==> src/rtl/dsp48a1_slice_pkg.sv <==
// dsp48a1_slice_pkg: OPMODE bit positions and X/Z operand mux encodings
package dsp48a1_slice_pkg;

    localparam int OP_PRE_SEL  = 4;
    localparam int OP_CARRY    = 5;
    localparam int OP_PRE_SUB  = 6;
    localparam int OP_POST_SUB = 7;

    typedef enum logic [1:0] {
        X_ZERO = 2'b00,
        X_M    = 2'b01,
        X_P    = 2'b10,
        X_DAB  = 2'b11
    } xsel_e;

    typedef enum logic [1:0] {
        Z_ZERO = 2'b00,
        Z_PCIN = 2'b01,
        Z_P    = 2'b10,
        Z_C    = 2'b11
    } zsel_e;

endpackage

==> src/rtl/dsp48a1_slice_stage.sv <==
// stage_reg: one optional pipeline stage, registered when REG != 0, wire otherwise
module stage_reg #(
    parameter int WIDTH = 1,
    parameter int REG   = 1
) (
    input  logic             clk,
    input  logic             rst_n,
    input  logic             ce,
    input  logic [WIDTH-1:0] d,
    output logic [WIDTH-1:0] q
);

    logic [WIDTH-1:0] r;

    // async clear has priority over the clock enable
    always_ff @(posedge clk or negedge rst_n)
        if (!rst_n)
            r <= '0;
        else if (ce)
            r <= d;

    assign q = (REG != 0) ? r : d;

endmodule

==> src/rtl/dsp48a1_slice.sv <==
// dsp48a1_slice: pre-adder, 18x18 multiplier and 48-bit post-adder with optional pipeline stages
module dsp48a1_slice
    import dsp48a1_slice_pkg::*;
#(
    parameter int    A0REG       = 0,
    parameter int    A1REG       = 1,
    parameter int    B0REG       = 0,
    parameter int    B1REG       = 1,
    parameter int    CREG        = 1,
    parameter int    DREG        = 1,
    parameter int    MREG        = 1,
    parameter int    PREG        = 1,
    parameter int    CARRYINREG  = 1,
    parameter int    CARRYOUTREG = 1,
    parameter int    OPMODEREG   = 1,
    parameter string CARRYINSEL  = "OPMODE5",
    parameter string B_INPUT     = "DIRECT"
) (
    input  logic        CLK,
    input  logic        RSTA,
    input  logic        RSTB,
    input  logic        RSTM,
    input  logic        RSTP,
    input  logic        RSTC,
    input  logic        RSTD,
    input  logic        RSTCARRYIN,
    input  logic        RSTOPMODE,
    input  logic        CEA,
    input  logic        CEB,
    input  logic        CEM,
    input  logic        CEP,
    input  logic        CEC,
    input  logic        CED,
    input  logic        CECARRYIN,
    input  logic        CEOPMODE,
    input  logic [17:0] A,
    input  logic [17:0] B,
    input  logic [17:0] D,
    input  logic [47:0] C,
    input  logic [17:0] BCIN,
    input  logic [47:0] PCIN,
    input  logic        CARRYIN,
    input  logic [7:0]  OPMODE,
    output logic [17:0] BCOUT,
    output logic [35:0] M,
    output logic [47:0] P,
    output logic [47:0] PCOUT,
    output logic        CARRYOUT,
    output logic        CARRYOUTF
);

    logic [7:0]  op;
    logic [17:0] d_q, b0_q, a0_q, a1_q, b1_q, pre, b1_in;
    logic [47:0] c_q, x, z;
    logic [35:0] m_q;
    logic        cin, cin_q, co_q;
    logic [48:0] post;

    stage_reg #(.WIDTH(8),  .REG(OPMODEREG)) u_op (.clk(CLK), .rst_n(RSTOPMODE), .ce(CEOPMODE), .d(OPMODE), .q(op));
    stage_reg #(.WIDTH(18), .REG(DREG))      u_d  (.clk(CLK), .rst_n(RSTD), .ce(CED), .d(D), .q(d_q));
    stage_reg #(.WIDTH(18), .REG(B0REG))     u_b0 (.clk(CLK), .rst_n(RSTB), .ce(CEB), .d(B_INPUT == "CASCADE" ? BCIN : B), .q(b0_q));
    stage_reg #(.WIDTH(18), .REG(A0REG))     u_a0 (.clk(CLK), .rst_n(RSTA), .ce(CEA), .d(A), .q(a0_q));
    stage_reg #(.WIDTH(18), .REG(A1REG))     u_a1 (.clk(CLK), .rst_n(RSTA), .ce(CEA), .d(a0_q), .q(a1_q));
    stage_reg #(.WIDTH(18), .REG(B1REG))     u_b1 (.clk(CLK), .rst_n(RSTB), .ce(CEB), .d(b1_in), .q(b1_q));
    stage_reg #(.WIDTH(48), .REG(CREG))      u_c  (.clk(CLK), .rst_n(RSTC), .ce(CEC), .d(C), .q(c_q));
    stage_reg #(.WIDTH(36), .REG(MREG))      u_m  (.clk(CLK), .rst_n(RSTM), .ce(CEM), .d(36'(a1_q * b1_q)), .q(m_q));
    stage_reg #(.WIDTH(1),  .REG(CARRYINREG))  u_ci (.clk(CLK), .rst_n(RSTCARRYIN), .ce(CECARRYIN), .d(cin), .q(cin_q));
    stage_reg #(.WIDTH(48), .REG(PREG))        u_p  (.clk(CLK), .rst_n(RSTP), .ce(CEP), .d(post[47:0]), .q(P));
    stage_reg #(.WIDTH(1),  .REG(CARRYOUTREG)) u_co (.clk(CLK), .rst_n(RSTCARRYIN), .ce(CECARRYIN), .d(post[48]), .q(co_q));

    // pre-adder, operand muxes and post-adder; all selects come from the OPMODE stage
    always_comb begin
        pre   = op[OP_PRE_SUB] ? d_q - b0_q : d_q + b0_q;
        b1_in = op[OP_PRE_SEL] ? pre : b0_q;
        cin   = (CARRYINSEL == "CARRYIN") ? CARRYIN : op[OP_CARRY];
        x     = (op[1:0] == X_M) ? {12'd0, m_q} :
                (op[1:0] == X_P) ? P :
                (op[1:0] == X_DAB) ? {d_q[11:0], a1_q, b1_q} : 48'd0;
        z     = (op[3:2] == Z_PCIN) ? PCIN :
                (op[3:2] == Z_P) ? P :
                (op[3:2] == Z_C) ? c_q : 48'd0;
        post  = op[OP_POST_SUB] ? {1'b0, z} - ({1'b0, x} + {48'd0, cin_q})
                                : {1'b0, z} + {1'b0, x} + {48'd0, cin_q};
    end

    assign BCOUT     = b1_q;
    assign M         = m_q;
    assign PCOUT     = P;
    assign CARRYOUT  = co_q;
    assign CARRYOUTF = co_q;

endmodule

==> config.mk <==
export PLATFORM = sky130hd
export DESIGN_NAME = dsp48a1_slice
export DESIGN_NICKNAME = d
export VERILOG_FILES = /design/src/rtl/dsp48a1_slice_pkg.sv /design/src/rtl/dsp48a1_slice_stage.sv /design/src/rtl/dsp48a1_slice.sv
export SDC_FILE = /design/constraint.sdc
export NUM_CORES = 2
export LEC_CHECK = 0
export ABC_AREA = 1
export ABC_CLOCK_PERIOD_IN_PS = 6300
export CAP_MARGIN = 20
export CORE_MARGIN = 2
export CORE_UTILIZATION = 35
export CTS_CLUSTER_DIAMETER = 120
export DETAILED_ROUTE_END_ITERATION = 12
export PLACE_DENSITY_LB_ADDON = 0.08
export SLEW_MARGIN = 10
export SYNTH_ARGS = -nofsm -noshare
export SYNTH_HDL_FRONTEND = slang
export SYNTH_SLANG_ARGS = --single-unit
==> constraint.sdc <==
create_clock -name CLK -period 6.3 [get_ports CLK]
set_clock_uncertainty 0.1 [all_clocks]
set_input_delay 0.945 -clock CLK [delete_from_list [all_inputs] [get_ports CLK]]
set_output_delay 0.945 -clock CLK [all_outputs]
set_load 0.05 [all_outputs]
==> flow_metrics.tcl <==
set metrics [dict create \
    worst_path_required_ps 6600 \
    postSynthRegisterBits 196 \
    grt_max_degree 64 \
    crit-reg2reg-launch "u_a1.q[11]" \
    cts-hold-fix-buffers 0 \
    area_growth_pct 16.7 \
    critical_path.most_common_cell "sky130_fd_sc_hd__fa_1" \
    floorplan.rows 108 \
    post_synthesis_mean_instance_area_um2 6.65 \
    fmaxAchievable_mhz 167 \
    placed_wire_length_estimate_mm 119 \
    post_cts.repair.setup_buffers 0 \
    register_to_register_setup_slack_ps 320 \
    floorplan.die.width_um 300 \
    max_cap_viol_count 0 \
    cts_tree "built" \
    num-nets-final 5560 \
    layout-drive-gt1-share_pct 4.95 \
    coreArea_mm2 0.0866 \
    initialDrtViolationCount 2415 \
    setup-violations-final 0 \
    detailroute.via_count 30600 \
    fillers 9503 \
    yosys_warnings 0 \
    worst_setup_sp_type "register" \
    design.portCount 346 \
    detail_route.first_pass.iterations 6 \
    cts.sinks 196 \
    measured_slew_at_the_worst_slew_check_pin_ps 1050 \
    critical_path_peak_fanout 13 \
    finalWeightedCongestion 0.957 \
    max-slew-margin-rel_pct 29.9 \
    layout.cells.most_common "sky130_fd_sc_hd__nand2_1" \
    fin_crit_ps 5980 \
    numPortBuffers 326 \
    synthDominantAreaCellType "sky130_fd_sc_hd__fa_1" \
    run_status "finished, final reports clean" \
    layout.cells.most_common_list "1221 x sky130_fd_sc_hd__nand2_1, 1037 x sky130_fd_sc_hd__inv_1, 321 x sky130_fd_sc_hd__clkdlybuf4s50_1" \
    rsz0062_at_grt "false" \
    grtUsageTotal_pct 31.1 \
    worst_skew_pair.late_latency_ps 540 \
    crit-reg2reg-capture "u_m.q[29]" \
    report.final.hold_viol_count 0 \
    grt_overflow 0 \
    synth_edf_count 0 \
    synth.top_cells.by_area "sky130_fd_sc_hd__fa_1 17%, sky130_fd_sc_hd__dfrtp_1 16%, sky130_fd_sc_hd__nand2_1 15%" \
    setup_total_negative_slack_ps 0 \
    synthesis.instances 4601 \
    post_synthesis_cell_type_count 51 \
    grt_antenna_before_repair 5 \
    synth_sequential_area_ratio_pct 16.0 \
    ctsHtreeMaxLevel 4 \
    wl_cell_um 23.2 \
    synth_flop_cell "sky130_fd_sc_hd__dfrtp_1" \
    cts.repair.resized 0 \
    global_route_wire_length_before_repair_mm 203 \
    crit_slowest_cell "sky130_fd_sc_hd__dfrtp_1" \
    worst_setup_path_end_kind "register" \
    yosysTopAreaCellShare_pct 17.1 \
    worst-endpoint-arrival_ps 6280 \
    critical_path.cell_chain "nand2_1, fa_1, fa_1, fa_1, inv_1, fa_1, fa_1, inv_1, fa_1, inv_1, ha_1, nand2_1, nand2_1, a31oi_1, o21ai_1, nand2_1, nand3_1, or2_1, nand3_1, o21ai_0" \
    effective_utilization_at_floorplan_pct 35.3 \
    cts_root_buf "sky130_fd_sc_hd__clkbuf_16" \
    cts_bufs_inserted 17 \
    routed_wirelength_mm 140 \
    utilization_pct 41.2 \
    maxSlewViolCount 0 \
    worst_path_largest_cell_delay_ps 740 \
    fp.dieArea_mm2 0.0898 \
    path_class "register to register" \
    synthesis.area_mm2 0.0306 \
    clk_path_buf_depth 2 \
    synth_nets 5323 \
    route.antenna.remaining_nets 0 \
    die_height_um 300 \
    async_flop_share_pct 100 \
    first_global_vias 30700 \
    clk_pin_slew_ps 90 \
    worst_hold_path_type "input pin to asynchronous set/reset pin" \
    drt-vias-per-instance 5.10 \
    fin_crit_sh_pct 94.9 \
    drc_errors 0 \
    rr_worst_depth 20 \
]
layer usage:
layer | vias up | global-route usage [%] | part of all wire, %
met4 | 8 | 12.1 | 4.2
met3 | 186 | 2.52 | 3.8
li1 | 14600 | - | -
met2 | 814 | 53.5 | 48
met1 | 15000 | 40.4 | 44
met5 | - | 0 | 0.037
per-stage QoR:
stage          setup slack [ps]  area (µm²)  std cells  hold WS (ps)
5_1_grt                    11.3       35700       6008           442
3_3_place_gp                269       35100       5974           402
3_5_place_dp                254       35100       5974           410
2_1_floorplan               313       30600       4601           344
6_report                    322       35700       6008           427
4_1_cts                     207       35700       6006           426
worst max-delay path: cells and delay by family, from the launching register on:
family          cells  cell delay (ps)
fa+ha+maj           7             3450
simple gates        7              870
flops               1              740
compound gates      3              500
buf+inv             3              180
synthesized netlist by cell type (21+ instances only):
master	number
sky130_fd_sc_hd__a221oi_1	28
sky130_fd_sc_hd__inv_1	1037
sky130_fd_sc_hd__buf_4	51
sky130_fd_sc_hd__buf_1	24
sky130_fd_sc_hd__o22ai_1	27
sky130_fd_sc_hd__o21ai_0	288
sky130_fd_sc_hd__dfrtp_1	196
sky130_fd_sc_hd__a21oi_1	295
sky130_fd_sc_hd__nor3_1	22
sky130_fd_sc_hd__nand4_1	45
sky130_fd_sc_hd__clkbuf_1	124
sky130_fd_sc_hd__nor2_1	217
sky130_fd_sc_hd__nand2_2	21
sky130_fd_sc_hd__nand2_1	1221
sky130_fd_sc_hd__inv_2	24
sky130_fd_sc_hd__nand3_1	194
sky130_fd_sc_hd__fa_1	261
sky130_fd_sc_hd__ha_1	267
sky130_fd_sc_hd__xor2_1	37
sky130_fd_sc_hd__o21ai_1	21
kinds of logic (layout without fill, tap and decap cells):
| group | Yosys count | count (layout) | synth area share, % |
|---|---|---|---|
| AOI/OAI and AO/OA | 757 | 757 | 13.7 |
| xor gates and xnor gates | 50 | 50 | 1.43 |
| adders and majority gates | 528 | 528 | 28.0 |
| buffers and inverters | 1272 | 1522 | 16.3 |
| DFF | 196 | 196 | 16.0 |
| muxes | 7 | 7 | 0.258 |
| other | 0 | 2 | 0 |
| and+or+nand+nor | 1791 | 1791 | 24.3 |
final cells by class:
type	instances	area, µm²	share of cell area [%]
Sequential cell	196	4910	13.8
Tap cell	1155	1450	4.05
Multi-Input combinational cell	3133	20700	58.0
Inverter	1066	4000	11.2
Clock inverter	14	185	0.519
Clock buffer	18	439	1.23
Timing Repair Buffer	424	4000	11.2
Antenna cell	2	5.00	0.0140
flip-flops by register name, indices dropped and copies added, names as in the netlist:
name,flops
u_c.q,48
u_p.q,48
u_m.q,36
u_a1.q,18
u_b1.q,18
u_d.q,18
u_op.q,8
u_ci.q,1
u_co.q,1
worst max-delay path by stage:
| stage | start | cells after the start | end | slack [ps] |
|---|---|---|---|---|
| after global routing | u_a1.q[11] | 22 | u_m.q[34] | 10 |
| after global placement | u_a1.q[6] | 23 | u_m.q[24] | 270 |
| after detailed placement | u_a1.q[6] | 23 | u_m.q[24] | 250 |
| after floorplan | u_b1.q[3] | 22 | u_m.q[24] | 310 |
| after CTS | u_a1.q[6] | 23 | u_m.q[24] | 210 |
| final | u_a1.q[11] | 20 | u_m.q[29] | 320 |
Power is not shown: default switching activity piles up to over one toggle a cycle in this logic, so the estimate is an artifact.
